## config.mk

```make
export PLATFORM = sky130hd
export DESIGN_NAME = fibergyro_frame_ctrl
export DESIGN_NICKNAME = d
export VERILOG_FILES = /design/src/rtl/fibergyro_frame_ctrl.sv
export SDC_FILE = /design/constraint.sdc
export NUM_CORES = 1
export LEC_CHECK = 0
export BUFFER_PORTS_ARGS = -buffer_cell sky130_fd_sc_hd__buf_2
export CAP_MARGIN = 5
export CORE_MARGIN = 2
export CORE_UTILIZATION = 45
export CTS_CLUSTER_SIZE = 16
export DETAILED_ROUTE_END_ITERATION = 10
export GPL_ROUTABILITY_DRIVEN = 0
export GPL_TIMING_DRIVEN = 1
export HOLD_SLACK_MARGIN = 0.02
export SLEW_MARGIN = 20
export SYNTH_ARGS = -nofsm -noshare
export SYNTH_HDL_FRONTEND = slang
export SYNTH_SLANG_ARGS = --single-unit
```

## constraint.sdc

```tcl
create_clock -name CLK -period 2.5 [get_ports CLK]
set_clock_uncertainty 0.15 [all_clocks]
set_input_delay 0.25 -clock CLK [delete_from_list [all_inputs] [get_ports CLK]]
set_output_delay 0.25 -clock CLK [all_outputs]
set_load 0.005 [all_outputs]
```

## src/rtl/fibergyro_frame_ctrl.sv

```systemverilog
// Command/response frame engine between the system bus and a CoreUART on the fibre-gyro RS422 link.
// Reply checksum checking is built only when FIBGY_CKSUM_EN is defined.
module fibergyro_frame_ctrl #(
  parameter int unsigned CMD_LEN     = 4,
  parameter int unsigned FRAME_LEN   = 16,
  parameter logic [7:0]  HDR_BYTE    = 8'hA5,
  parameter int unsigned TIMEOUT_CYC = 65000,
  parameter logic [12:0] BAUD_DEF    = 13'd325
) (
  input  logic        CLK,
  input  logic        RESET,
  input  logic        cmd_we,
  input  logic [3:0]  cmd_addr,
  input  logic [7:0]  cmd_wdata,
  input  logic        baud_we,
  input  logic [12:0] baud_wdata,
  input  logic        start,
  input  logic [4:0]  rsp_addr,
  output logic [7:0]  rsp_data,
  output logic        busy,
  output logic        done,
  output logic        err_hdr,
  output logic        err_tmo,
  output logic        err_cks,
  input  logic        TXrd,
  input  logic        RXrd,
  input  logic [7:0]  RX,
  output logic [7:0]  TX,
  output logic        WEN,
  output logic        OEN,
  output logic [12:0] BAUD_val,
  output logic        FIBERGYRO_TX_EN,
  output logic        FIBERGYRO_RX_EN
);

  localparam int unsigned IDX_W = 5;
  localparam int unsigned TMR_W = 16;
  localparam logic [IDX_W-1:0] CMD_LAST = IDX_W'(CMD_LEN - 1);
  localparam logic [IDX_W-1:0] FRM_LAST = IDX_W'(FRAME_LEN - 1);
  localparam logic [TMR_W-1:0] TMO_LAST = TMR_W'(TIMEOUT_CYC - 1);

  typedef enum logic [2:0] {
    IDLE, TX_PUT, TX_GUARD, RX_WAIT, RX_GET, RX_GUARD, CHECK, FIN
  } state_e;

  state_e             state_q;
  logic [IDX_W-1:0]   idx_q;
  logic [TMR_W-1:0]   timer_q;
  logic               gcnt_q;
  logic               flush_gd_q;
  logic [7:0]         tx_q;
  logic               wen_q;
  logic               oen_q;
  logic [12:0]        baud_q;
  logic               busy_q;
  logic               done_q;
  logic               err_hdr_q;
  logic               err_tmo_q;
  logic [7:0]         cmd_q [16];
  logic [7:0]         rsp_q [32];

  // Main sequencer; strobes default inactive and are pulled low for single cycles.
  always_ff @(posedge CLK or negedge RESET) begin
    if (!RESET) begin
      state_q    <= IDLE;
      idx_q      <= '0;
      timer_q    <= '0;
      gcnt_q     <= 1'b0;
      flush_gd_q <= 1'b0;
      tx_q       <= 8'h00;
      wen_q      <= 1'b1;
      oen_q      <= 1'b1;
      baud_q     <= BAUD_DEF;
      busy_q     <= 1'b0;
      done_q     <= 1'b0;
      err_hdr_q  <= 1'b0;
      err_tmo_q  <= 1'b0;
    end else begin
      done_q <= 1'b0;
      wen_q  <= 1'b1;
      oen_q  <= 1'b1;
      tx_q   <= 8'h00;
      if (baud_we && !busy_q) baud_q <= baud_wdata;
      case (state_q)
        IDLE: begin
          if (start) begin
            state_q    <= TX_PUT;
            busy_q     <= 1'b1;
            idx_q      <= '0;
            err_hdr_q  <= 1'b0;
            err_tmo_q  <= 1'b0;
            flush_gd_q <= 1'b0;
          end else if (!oen_q) begin
            flush_gd_q <= 1'b1;
          end else if (flush_gd_q) begin
            flush_gd_q <= 1'b0;
          end else if (RXrd) begin
            oen_q <= 1'b0;
          end
        end
        TX_PUT: begin
          if (TXrd) begin
            tx_q    <= cmd_q[idx_q[3:0]];
            wen_q   <= 1'b0;
            gcnt_q  <= 1'b0;
            state_q <= TX_GUARD;
          end
        end
        TX_GUARD: begin
          if (!gcnt_q) begin
            gcnt_q <= 1'b1;
          end else if (idx_q == CMD_LAST) begin
            idx_q   <= '0;
            timer_q <= '0;
            state_q <= RX_WAIT;
          end else begin
            idx_q   <= idx_q + 1'b1;
            state_q <= TX_PUT;
          end
        end
        RX_WAIT: begin
          // A byte arriving on the terminal cycle still wins over the timeout.
          if (RXrd) begin
            oen_q   <= 1'b0;
            state_q <= RX_GET;
          end else if (timer_q == TMO_LAST) begin
            err_tmo_q <= 1'b1;
            busy_q    <= 1'b0;
            done_q    <= 1'b1;
            state_q   <= FIN;
          end else begin
            timer_q <= timer_q + 1'b1;
          end
        end
        RX_GET: begin
          timer_q <= '0;
          state_q <= RX_GUARD;
        end
        RX_GUARD: begin
          if (idx_q == FRM_LAST) begin
            state_q <= CHECK;
          end else begin
            idx_q   <= idx_q + 1'b1;
            state_q <= RX_WAIT;
          end
        end
        CHECK: begin
          err_hdr_q <= (rsp_q[0] != HDR_BYTE);
          busy_q    <= 1'b0;
          done_q    <= 1'b1;
          state_q   <= FIN;
        end
        FIN: begin
          state_q <= IDLE;
        end
        default: state_q <= IDLE;
      endcase
    end
  end

  // Command and reply buffers survive reset.
  always_ff @(posedge CLK) begin
    if (cmd_we && !busy_q) cmd_q[cmd_addr] <= cmd_wdata;
    if (state_q == RX_GET) rsp_q[idx_q] <= RX;
  end

`ifdef FIBGY_CKSUM_EN
  logic [7:0] sum_q;
  logic       err_cks_q;

  // Running sum of payload bytes 1..FRAME_LEN-2, compared against the trailing byte.
  always_ff @(posedge CLK or negedge RESET) begin
    if (!RESET) begin
      sum_q     <= 8'h00;
      err_cks_q <= 1'b0;
    end else if (state_q == IDLE && start) begin
      sum_q     <= 8'h00;
      err_cks_q <= 1'b0;
    end else if (state_q == RX_GET && idx_q != '0 && idx_q != FRM_LAST) begin
      sum_q <= sum_q + RX;
    end else if (state_q == CHECK) begin
      err_cks_q <= (sum_q != rsp_q[FRM_LAST]);
    end
  end

  assign err_cks = err_cks_q;
`else
  assign err_cks = 1'b0;
`endif

  assign rsp_data        = ({1'b0, rsp_addr} < 6'(FRAME_LEN)) ? rsp_q[rsp_addr] : 8'h00;
  assign busy            = busy_q;
  assign done            = done_q;
  assign err_hdr         = err_hdr_q;
  assign err_tmo         = err_tmo_q;
  assign TX              = tx_q;
  assign WEN             = wen_q;
  assign OEN             = oen_q;
  assign BAUD_val        = baud_q;
  assign FIBERGYRO_TX_EN = !wen_q;
  assign FIBERGYRO_RX_EN = oen_q;

endmodule

```

After elaboration in Yosys (flattened, before gate mapping)
Memories as Yosys holds them, arrays and structs flattened.
Index checks and enable logic that the tools add are counted.

word-level totals
  output and inout bits = 38
  RAM bits = 384
  word-level logic and storage cells = 104
  memories kept = 2
  flip-flop bits (word level) = 53
  bits of input ports = 45

memory list
  name   words  bits a word  rd ports  clocked after Yosys merged registers in  wr ports  RTL line  RTL
  rsp_q  32     8            2         0                                        1         60        logic [7:0] rsp_q [32];
  cmd_q  16     8            1         0                                        1         59        logic [7:0] cmd_q [16];

cells by class
  reduce and logical (&&, ||, !) cells = 18
  mux-type cells = 48
  $add $sub $neg = 2
  magnitude comparators = 1
  equal/unequal tests = 20

operators by type and width
  operator               count
  $mux 16                4
  $pmux 16 s3            1
  $mux 8                 3
  $pmux 3 s8             1
  $mux 1                 21
  $mux 5                 4
  $mux 3                 6
  $add 16x1->16 const B  1
  $eq 16x16->1 const B   1
  $ne 2x2->1 const B     8
  $reduce_and 4->1       4
  $pmux 5 s3             1
  $eq 3x3->1 const B     4
  $pmux 1 s2             5
  $reduce_bool 3->1      3
  $ne 8x8->1 const B     1
  $eq 3x2->1 const B     2
  $reduce_bool 2->1      3
  $add 5x1->5 const B    1
  $eq 5x2->1 const B     1
  $eq 5x4->1 const B     1
  $lt 5x5->1 const B     1
  $reduce_and 5->1       1
  $reduce_and 2->1       2
  7 further kinds        9

Logic depth before layout (Yosys ltp)
  depth in word-level cells = 5
  mapped depth = 9
  depth with buffers taken out = 8

Least setup slack after synthesis
OpenSTA, ideal clock, no wires.

  path type = register -> register
  start = reg idx_q[0]
  end = reg timer_q[15]
  library setup time = 0.076 ns
  setup slack = 0.100 ns
  stages on the path, launching flop included = 7
  path buffers = 0
  required time = 2.274 ns
  clock period less this slack = 2.400 ns
  arrival time = 2.174 ns
  path through = dfrtp_1 -> ha_1 -> or4b_4 -> o211a_1 -> or3_1 -> or4_1 -> o21ai_1

between the ends
  cells in the longest elaborated chain, start to end = 3

RTL lines
  item                        RTL line  RTL
  start: declaration          47        logic [IDX_W-1:0] idx_q;
  start signal: assignment    117       idx_q <= idx_q + 1'b1;
  start signal: assignment    143       idx_q <= idx_q + 1'b1;
  $eq 5x2->1                  112       end else if (idx_q == CMD_LAST) begin
  $ne 2x2->1 (no line)        -
  $reduce_and 5->1 (no line)  -
  end signal: assignment      132       timer_q <= timer_q + 1'b1;
  end: declaration            48        logic [TMR_W-1:0] timer_q;

No other way between the ends.
A chain may end at the register's enable or synchronous reset.

Final worst setup path
Same ends and word-level chain as after synthesis.

==> results.yml <==
status:
  outcome: "complete, no violations"
setup_path:
  worst-endpoint-arrival_ns: 2.79
  path_max_fanout: 4
  reg2regPathDepth: 6
  cp.required_ns: 2.82
  worstSetupEndpointType: "register"
  crit_type: "register to register"
  reg2reg_from: "idx_q[0]"
  start_kind: "register"
  rrSetupSlack_ns: 0.03
  r2r-end: "timer_q[15]"
synthesis:
  ys_types: 50
  ys.flop_type: "edfxtp_1"
  synth_nets: 748
  synthArstFlopShare_pct: 17.2
  postSynthAreaPerCell_sq_um: 17.9
  syn_area_sq_mm: 0.0124
  yosys_warnings: 0
  syn_inst: 696
  synth-edff-count: 256
  yosysSeqAreaShare_pct: 72.5
  ys_ff_latch: 309
pwr:
  p_seq_share_pct: 47.2
  peakVddDrop_mv: 0.659
  clkPwrFrac_pct: 36.0
  p_leak_nw: 5.25
  power_per_cell_area_mw_per_mm2: 854
  pwr-share-comb_pct: 16.8
  total_power_mw: 12.8
  internal_power_mw: 9.72
  switching_share_pct: 24.3
  p_sw_mw: 3.12
cells_and_area:
  fin_cells: 1236
  synthToLayoutAreaGrowth_pct: 20.8
  final_common_cell: "edfxtp_1"
  nets: 923
  diodes: 0
  drive_above_1_share_pct: 32.2
  final_cell_mix: "256 x edfxtp_1, 81 x buf_2, 64 x mux4_2"
  fillers: 2134
  fin_util_pct: 55.6
die:
  die_w_um: 170
  io_pins: 83
  fp.dieH_um: 170
  start_util_pct: 46.0
  core_sq_mm: 0.0270
  rows: 60
  dieArea_sq_mm: 0.0290
global_route:
  grt-ovfl-total: 0
  grt_first_pass_wirelength_mm: 40.3
  antenna_found_initial: 0
  groute.usage.overall_pct: 18.3
  grt_pass1_vias: 7162
  grt_max_degree: 33
timing:
  slew_violations: 0
  setup_slack_ns: 0.0270
  hold_viol: 0
  fin_crit_ns: 2.47
  setup_violations: 0
  slew-limit-headroom_pct: 48.8
  tightest_slew_ns: 0.765
  holdWs_ns: 0.109
  period_share_pct: 98.9
  rsz0062_at_grt: "yes"
  clock.fmax_mhz: 404
clocking:
  htree_num_levels: 1
  root_buffer: "clkbuf_16"
  clk_pin_slew_ns: 0.06
  cts_sinks: 309
  clock_latency_ns: 0.54
  cts_tree: "built"
  numCtsBuffers: 31
  cts.path.max_buffers: 3
hold_path:
  min-delay-start: "baud_we"
  holdPathStages: 3
  hold_path.class: "primary input to register"
  min_to: "BAUD_val[6]"
placed_design:
  dp_cells: 1142
  dp_slack_ns: 0.0107
  io_buffers: 81
  dp_hpwl_mm: 17.2
drt:
  viasPerCell: 5.57
  routed_wl_mm: 26.0
  drtIter0Drc: 483
  dr.pass1.iters: 5
  vias: 6889
  ant_nets: 0
  wl_per_cell_um: 21.1
  drc: 0
flow_run:
  cap_violations: 0
==> cell families after synthesis <==
kind of cell / after synthesis / synth area share, %
compound gates: 82 / 4.12
fa+ha+maj: 7 / 0.704
buf+inv: 48 / 1.63
flops: 309 / 72.5
mux: 111 / 15.5
other cells: 1 / 0.0302
simple gates: 138 / 5.46
==> worst max path at each step <==
stage / end / slack (ns) / start
floorplan: timer_q[15] / 0.1 / idx_q[0]
global placement: timer_q[14] / 0.04 / idx_q[0]
detailed placement: timer_q[14] / 0.01 / idx_q[0]
CTS: timer_q[15] / 0.001 / idx_q[0]
global route: timer_q[15] / -0.02 / idx_q[0]
finish: timer_q[15] / 0.03 / idx_q[0]
==> state kept, by name (all words and copies together), names as in the netlist, 3 cells and up <==
name      count
timer_q      16
state_q       3
BAUD_val     13
cmd_q       128
rsp_q       128
idx_q         5
TX            8
==> per-layer routing <==
metal	vias up	track usage (%)	share of wire (%)
met2	181	32.1	51
met1	3536	24.3	43
met3	47	2.51	4.2
met5	-	0	0
li1	3125	-	-
met4	0	4.31	2.1
==> power groups by stage <==
stage / Sequential (mW) / Clock [mW] / Combinational, mW
4_1_cts: 6.05 / 4.72 / 2.15
3_5_place_dp: 6.16 / 0 / 2.09
3_3_place_gp: 6.14 / 0 / 2.04
2_1_floorplan: 6.14 / 0 / 1.29
6_report: 6.06 / 4.62 / 2.16
5_1_grt: 6.09 / 4.91 / 2.36
==> through the flow <==
step,setup TNS [ns],area [sq um]
floorplan,0,12400
CTS,0,15000
detailed placement,0,13600
global placement,0,13600
global route,-0.0316,15000
finish,0,15000
==> cell type report <==
class | instances | area (sq um) | share of cell area [%]
sequential | 309 | 9020 | 60.0
multi-input combinational | 339 | 3240 | 21.6
timing repair buffer | 176 | 1250 | 8.31
clock buffer | 46 | 901 | 6.00
tap | 341 | 427 | 2.84
clock inverter | 11 | 135 | 0.899
inverter | 14 | 52.6 | 0.350
==> what timing repair did <==
action                     4_1_cts  5_1_grt
hold buffers                    34        0
resized for setup                1       10
pin swaps                        0        1
hold endpoints to repair       308        0
setup buffers                    0        3
setup endpoints to repair        1       36
==> cell usage after synthesis (all sizes together), types with 9 or more instances <==
cell,count,share of area [%]
clkbuf,18,0.54
nor3,11,0.44
a21oi,13,0.52
mux4,64,12
dfrtp,47,9.5
nand2,26,0.78
mux2i,33,2.7
nor2,45,1.4
o22ai,17,0.86
nand3,13,0.52
inv,14,0.42
o21ai,28,1.1
edfxtp,256,62
nand2b,9,0.45
buf,16,0.66
mux2,14,1.3
==> worst max-delay path, stage by stage, from the launching register on <==
cell	delay, ns
dfrtp_2	0.36
ha_2	0.18
or4b_4	0.49
o211a_1	0.23
or3_4	0.35
or4_4	0.52
o21ai_2	0.12
Note: power is estimated with default switching activity, not from simulation.
